[src/rtl/wide_word_serializer.sv]
// Wide-to-narrow serializer: takes one DATA_WIDTH-bit entry per handshake and streams it out
// as CHUNK_WIDTH-bit beats, least-significant chunk first, with a chunk index and last flag.
module wide_word_serializer #(
    parameter  int DATA_WIDTH  = 113,
    parameter  int CHUNK_WIDTH = 32,
    localparam int NUM_CHUNKS  = (DATA_WIDTH + CHUNK_WIDTH - 1) / CHUNK_WIDTH,
    localparam int IDX_W       = (NUM_CHUNKS > 1) ? $clog2(NUM_CHUNKS) : 1
) (
    input  logic                   clk,
    input  logic                   rst,
    input  logic                   in_valid,
    output logic                   in_ready,
    input  logic [DATA_WIDTH-1:0]  in_data,
    output logic                   out_valid,
    input  logic                   out_ready,
    output logic [CHUNK_WIDTH-1:0] out_data,
    output logic [IDX_W-1:0]       out_idx,
    output logic                   out_last
);

    localparam int              PAD_W    = NUM_CHUNKS * CHUNK_WIDTH;
    localparam logic [IDX_W-1:0] LAST_IDX = IDX_W'(NUM_CHUNKS - 1);

    typedef enum logic {
        IDLE,
        SEND
    } state_t;

    state_t                                state;
    logic [IDX_W-1:0]                      idx;
    logic [NUM_CHUNKS-1:0][CHUNK_WIDTH-1:0] entry;

    logic sending;
    logic at_last;
    logic consume;
    logic accept;

    // Outputs are forced to zero during reset so nothing stale leaks before the first clock edge.
    assign sending   = !rst && (state == SEND);
    assign at_last   = (idx == LAST_IDX);
    assign consume   = sending && out_ready;
    assign accept    = in_valid && in_ready;

    assign out_valid = sending;
    assign out_last  = sending && at_last;
    assign out_idx   = sending ? idx : '0;
    assign out_data  = sending ? entry[idx] : '0;

    // A new entry may enter during the final beat's handshake, which keeps the stream bubble-free.
    assign in_ready  = !rst && ((state == IDLE) || (sending && out_ready && at_last));

    always_ff @(posedge clk) begin
        if (rst) begin
            state <= IDLE;
            idx   <= '0;
            entry <= '0;
        end else begin
            case (state)
                IDLE: begin
                    if (accept) begin
                        entry <= PAD_W'(in_data);
                        idx   <= '0;
                        state <= SEND;
                    end
                end
                SEND: begin
                    if (consume) begin
                        if (!at_last) begin
                            idx <= idx + IDX_W'(1);
                        end else begin
                            idx <= '0;
                            if (accept) begin
                                entry <= PAD_W'(in_data);
                            end else begin
                                state <= IDLE;
                            end
                        end
                    end
                end
            endcase
        end
    end

endmodule

[config.mk]
export PLATFORM = sky130hd
export DESIGN_NAME = wide_word_serializer
export DESIGN_NICKNAME = d
export VERILOG_FILES = /design/src/rtl/wide_word_serializer.sv
export SDC_FILE = /design/constraint.sdc
export NUM_CORES = 1
export LEC_CHECK = 0
export BUFFER_PORTS_ARGS = -buffer_cell sky130_fd_sc_hd__buf_4
export CAP_MARGIN = 20
export CORE_ASPECT_RATIO = 1.25
export CORE_MARGIN = 3
export CORE_UTILIZATION = 47
export DETAILED_ROUTE_END_ITERATION = 8
export PLACE_DENSITY_LB_ADDON = 0.3
export SLEW_MARGIN = 20
export SYNTH_ARGS = -nofsm -noshare
export SYNTH_HDL_FRONTEND = slang
export SYNTH_SLANG_ARGS = --single-unit
[constraint.sdc]
create_clock -name clk -period 1.6 [get_ports clk]
set_clock_uncertainty 0.05 [all_clocks]
set_input_delay 0.24 -clock clk [delete_from_list [all_inputs] [get_ports clk]]
set_output_delay 0.24 -clock clk [all_outputs]
set_load 0.01 [all_outputs]
After elaboration in Yosys (flattened, before gate mapping)

Cells that the tools add are included.

Muxes and demuxes: 16
Magnitude comparators: 1
Reductions and logical operators: 10
Equality and inequality tests: 4
Bitwise gates (word level): 1
Add/sub/neg operators: 1

Operator list:

| cell                                                                  | count |
|---|---|
| 128-bit two-way mux                                                   | 3 |
| 128-bit case mux with 2 select lines                                  | 1 |
| 32-bit binary-select mux with 2-bit select                            | 1 |
| 32-bit two-way mux                                                    | 2 |
| 2-bit two-way mux                                                     | 4 |
| 1-bit logical AND                                                     | 6 |
| 2-bit by 1-bit != test with 1-bit output (second input constant)      | 2 |
| 2-bit case mux with 2 select lines                                    | 1 |
| 2-bit AND reduction                                                   | 2 |
| 2-bit by 3-bit < comparator with 1-bit output (second input constant) | 1 |
| 1-bit two-way mux                                                     | 3 |
| 2-bit by 1-bit adder with 2-bit output (second input constant)        | 1 |
| 2-bit equality test (second input constant)                           | 1 |
| 2-bit != test (second input constant)                                 | 1 |
| 1-bit case mux with 2 select lines                                    | 1 |
| 1-bit zero test                                                       | 1 |
| 1-bit logical OR                                                      | 1 |
| 1-bit inverter                                                        | 1 |

Output and inout bits: 37
Bits in registers: 131
Word-level logic and storage cells: 39
Input bits: 117

Depth between registers and ports, before layout

Depth after elaboration: 11
Depth in mapped cells: 6
Depth with buffers taken out: 4

Worst setup path after synthesis

Ideal clock, no wire load.

Kind: flip-flop to output port
Start: register idx[0]
End: output out_data[10]
Path slack: -0.101 ns
Path buffers: 2
Arrival time: 1.411 ns
Stages on the path, launching flop included: 5
Required time: 1.310 ns
Cell sequence: dfxtp_1 buf_2 buf_4 mux4_2 and2_1

Longest elaborated chain between the ends: 3

Ends and longest elaborated chain:

| what                                       | line | source |
|---|---|---|
| from (decl)                                | 30   | `logic [IDX_W-1:0] idx;` |
| from (signal assigned)                     | 69   | `idx <= idx + IDX_W'(1);` |
| 32-bit binary-select mux with 2-bit select | 47   | `assign out_data = sending ? entry[idx] : '0;` |
| 32-bit two-way mux (not written as such)   | 47   |  |
| 32-bit two-way mux                         | 47   |  |
| to (decl)                                  | 16   | `output logic [CHUNK_WIDTH-1:0] out_data,` |

No other way between the ends. The select of a mux whose other input is x is not followed.

Worst setup path in the final report

Start: register idx[0]
End: output out_data[13]

The elaborated chain is that of the path after synthesis.

==> run summary <==
The flow ran to the end, but the final reports show violations. The checks that failed: negative setup slack. The die extent in y is about 130 um. The final total negative setup slack is -53820 ps. The net count after synthesis is 602. Synthesis produced a netlist whose cell count is 484. met2 is the most crowded layer. The area of placed instances is roughly 0.0069 mm2. The setup check on the worst reg-to-reg path leaves a slack of -420 ps. The total of warnings raised by yosys is 0. The first global-routing pass estimated between 20000 and 25000 um of wire. The layout overhead on the synthesized area is 59.9%. Once layout is complete, the cells apart from fillers number slightly below 900. The number of design-rule violations left by the first detailed-router iteration is about 100. The hold violation total from the final report is 0. The floorplan has 43 rows. Entering global routing, the biggest net connects ~70 pins. The remaining design rule violation count is 0. The final worst-path setup slack is -454 ps. Summing over every cut layer, the via total after detailed routing is around 4500.

The maximum level of the CTS H-tree came out at 4. The total global routing overflow is 0. The critical path starts at idx[0]. The category of the worst setup path launch point is a flip-flop. The number of cells on the critical path is 4. The routed length per placed instance is about 18 um. The final non-filler cell area is 0.00882 mm2. The starting density of the core is between 40% and 50%.

The critical path ends at out_data[13]. In this run, CTS created clock tree buffers numbering 17. The final number of max-transition violations came out at 0. The worst voltage drop across the vdd grid came out at 0.606 mV. From left edge to right edge, the die measures ~100 um. STA classifies the critical path endpoint as an output port. During I/O placement, the number of pins put on the boundary was between 150 and 200.

The fraction of final layout cells sized beyond drive strength 1 is 47.3%. After clock tree synthesis, the clock-pin slew on the worst setup and hold paths is 50 ps. The setup path with the least slack is of type flip-flop to output port. The via density per instance came out at 5.11. For met2 alone, demand over resource in global routing was roughly 45%.

The critical register-to-register path endpoint is entry[45]. Headroom to the max-slew limit came out at around two thirds. For this run, the slowest stage of the critical path takes ~500 ps. In this run the cell area of the synthesized design comes to ~0.0055 mm2.

The global-route track usage on met1 came out at about a quarter. The tightest min-delay check is of the input port to flip-flop type. The global-route usage over all layers came out at between 20% and 30%.

The critical path contains buffers and inverters numbering 2 combined. The count of input and output buffers is 153. The required time at the worst-slack endpoint came out at roughly 1300 ps.

The layout filler cell count is 680. The global routing usage on met3 is ~6%. The leakage power figure came out at 3.89 nW.

The final routed wirelength across all metal layers is ~16000 um. For the finished layout, the period the worst path requires is 2050 ps. The via count of the first global-routing pass came to approximately 5000. The clock latency on the worst-skew pair came out at around 400 ps. OpenSTA, run right after detailed placement, puts the worst setup slack at -182 ps. In this run the standard cell core region covers 0.0113 mm2. The number of antenna violations at the first check in global routing is 0.

The cell area power density came out at 894 mW/mm2. The root buffer selected by CTS is sky130_fd_sc_hd__clkbuf_16. TritonCTS built the clock tree. The half-perimeter wire length after detailed placement came out at 8820 um.

The highest clock frequency the design can meet came out at between 400 and 500 MHz. The proportion of synthesized chip area in sequential cells is a little over two fifths. For the worst setup path, the data arrival time is 1760 ps. The number of nets still failing antenna checks after routing is 0. The tool flagged a number of max-cap violations equal to 0. The global placement routability congestion came out at 0.787. The final count of negative-setup-slack endpoints is ~150. For this design, the slowest cell found on the critical path is sky130_fd_sc_hd__mux4_2. Setup repair after global routing could not meet its margin everywhere. The top cell types in the final layout, fill and taps aside, are 149 x sky130_fd_sc_hd__buf_4, 113 x sky130_fd_sc_hd__dfxtp_1, 107 x sky130_fd_sc_hd__nor2b_1, 59 x sky130_fd_sc_hd__dlygate4sd3_1, 52 x sky130_fd_sc_hd__mux2_1. The length in cells of the worst reg-to-reg path came out at 8. The startpoint identified for the worst register-to-register timing path is idx[0]. The count of nets after finishing is roughly 850. The number of cells after detailed placement is roughly 760.

The clock drives ~120 sinks. The post-synthesis cell type count came out at 23. The worst-path maximum fanout is 9. Traced cell by cell, the critical path runs through buf_12 > mux4_2 > and2_4 > buf_6. The final cycle utilization of the critical path came out at 128%.

The clock passes through at most 2 buffers. The average cell area after synthesis is 11.4 um2. Leaving out fill and tap cells, the most frequent cell in the layout is sky130_fd_sc_hd__buf_4. The die outline area is ~0.013 mm2. At the pin with the least slew margin, the transition time is 491 ps. The kind of cell with the highest combined delay along the critical path is multiplexers. The post-synthesis sequential element count came out at around 120. The number of antenna diodes came out at 0.

The detailed-router iteration count before antenna repair came out at 4.
[flip-flops by register name, summed over array words and instances (netlist names)]
register and count:
idx 2, entry 113, state 1
[worst min path at each step]
stage | start | end | depth (start not counted)
final | in_data[44] | entry[44] | 2
after global routing | in_data[60] | entry[60] | 2
after CTS | in_data[43] | entry[43] | 2
after detailed placement | in_data[36] | entry[36] | 2
after global placement | in_data[25] | entry[25] | 2
after floorplan | in_valid | state | 2
[kinds of logic (layout without fill, tap and decap cells)]
family	Yosys count	count (layout)	synth area share, %
simple gates	163	163	17.6
mux	146	146	32.9
buf+inv	40	294	4.24
flops	116	116	42.1
fa+ha+maj	1	1	0.227
compound gates	18	18	2.90
[worst register-to-register path, stage by stage, from the launching register on]
cell                        delay, ps
sky130_fd_sc_hd__dfxtp_4          410
sky130_fd_sc_hd__buf_4            140
sky130_fd_sc_hd__ha_4             140
sky130_fd_sc_hd__a21boi_4          60
sky130_fd_sc_hd__nor3b_4          230
sky130_fd_sc_hd__buf_6            140
sky130_fd_sc_hd__buf_6            130
sky130_fd_sc_hd__bufbuf_16        270
sky130_fd_sc_hd__mux2_1           320
[cells in the mapped netlist, drive strengths merged]
library cell	number	area share (%)
dfxtp	116	42
mux2	113	23
nor2b	108	12
buf	21	2.9
nor2	21	1.4
and2	20	2.3
clkbuf	18	1.2
mux4	17	6.9
mux2i	16	2.9
a2bb2oi	9	1.4
and2b	6	0.82
nand2	6	0.41
o22a	6	0.95
a32oi	2	0.32
a21boi	1	0.20
ha	1	0.23
inv	1	0.068
nand2b	1	0.11
nor3b	1	0.34
[per-stage QoR]
stage	hold slack [ps]	total power (W)	utilization, %
floorplan	311	0.00379	-
CTS	0.155	0.00784	76.3
detailed placement	403	0.00420	61.4
global route	4.27	0.00818	78.1
global placement	400	0.00416	61.4
finish	11.2	0.00788	78.1
[report_power, final]
group | switching, W | leakage (nW) | internal (W)
logic | 0.000432 | 2.67 | 0.000874
clock network | 0.00125 | 0.262 | 0.00212
registers | 0.000105 | 0.957 | 0.00310
[routing by layer]
| layer | wire length [um] | vias to the layer above | part of all wire (%) |
|---|---|---|---|
| met1 | 5940 | 2141 | 38 |
| met2 | 8630 | 135 | 55 |
| li1 | - | 2151 | - |
| met4 | 322 | 0 | 2.1 |
| met5 | 0 | - | 0 |
| met3 | 702 | 32 | 4.5 |
[repair_timing]
item                       CTS  global route
resized for setup           65            36
hold endpoints to repair    58             1
setup endpoints to repair  150           150
gates cloned                 8             1
hold buffers                58             1
pin swaps                    1             8
buffers inserted            14             3
[final cells by class]
class	count	area [um2]	share of cell area [%]
multi-input cells	328	3180	36.1
repair buffers	263	2610	29.6
flip-flops and latches	116	2330	26.4
clock buffers	25	497	5.63
well taps	135	169	1.92
clock inverters	5	25.0	0.284
inverters	1	6.26	0.0709
(Power assumes the default switching activity.)
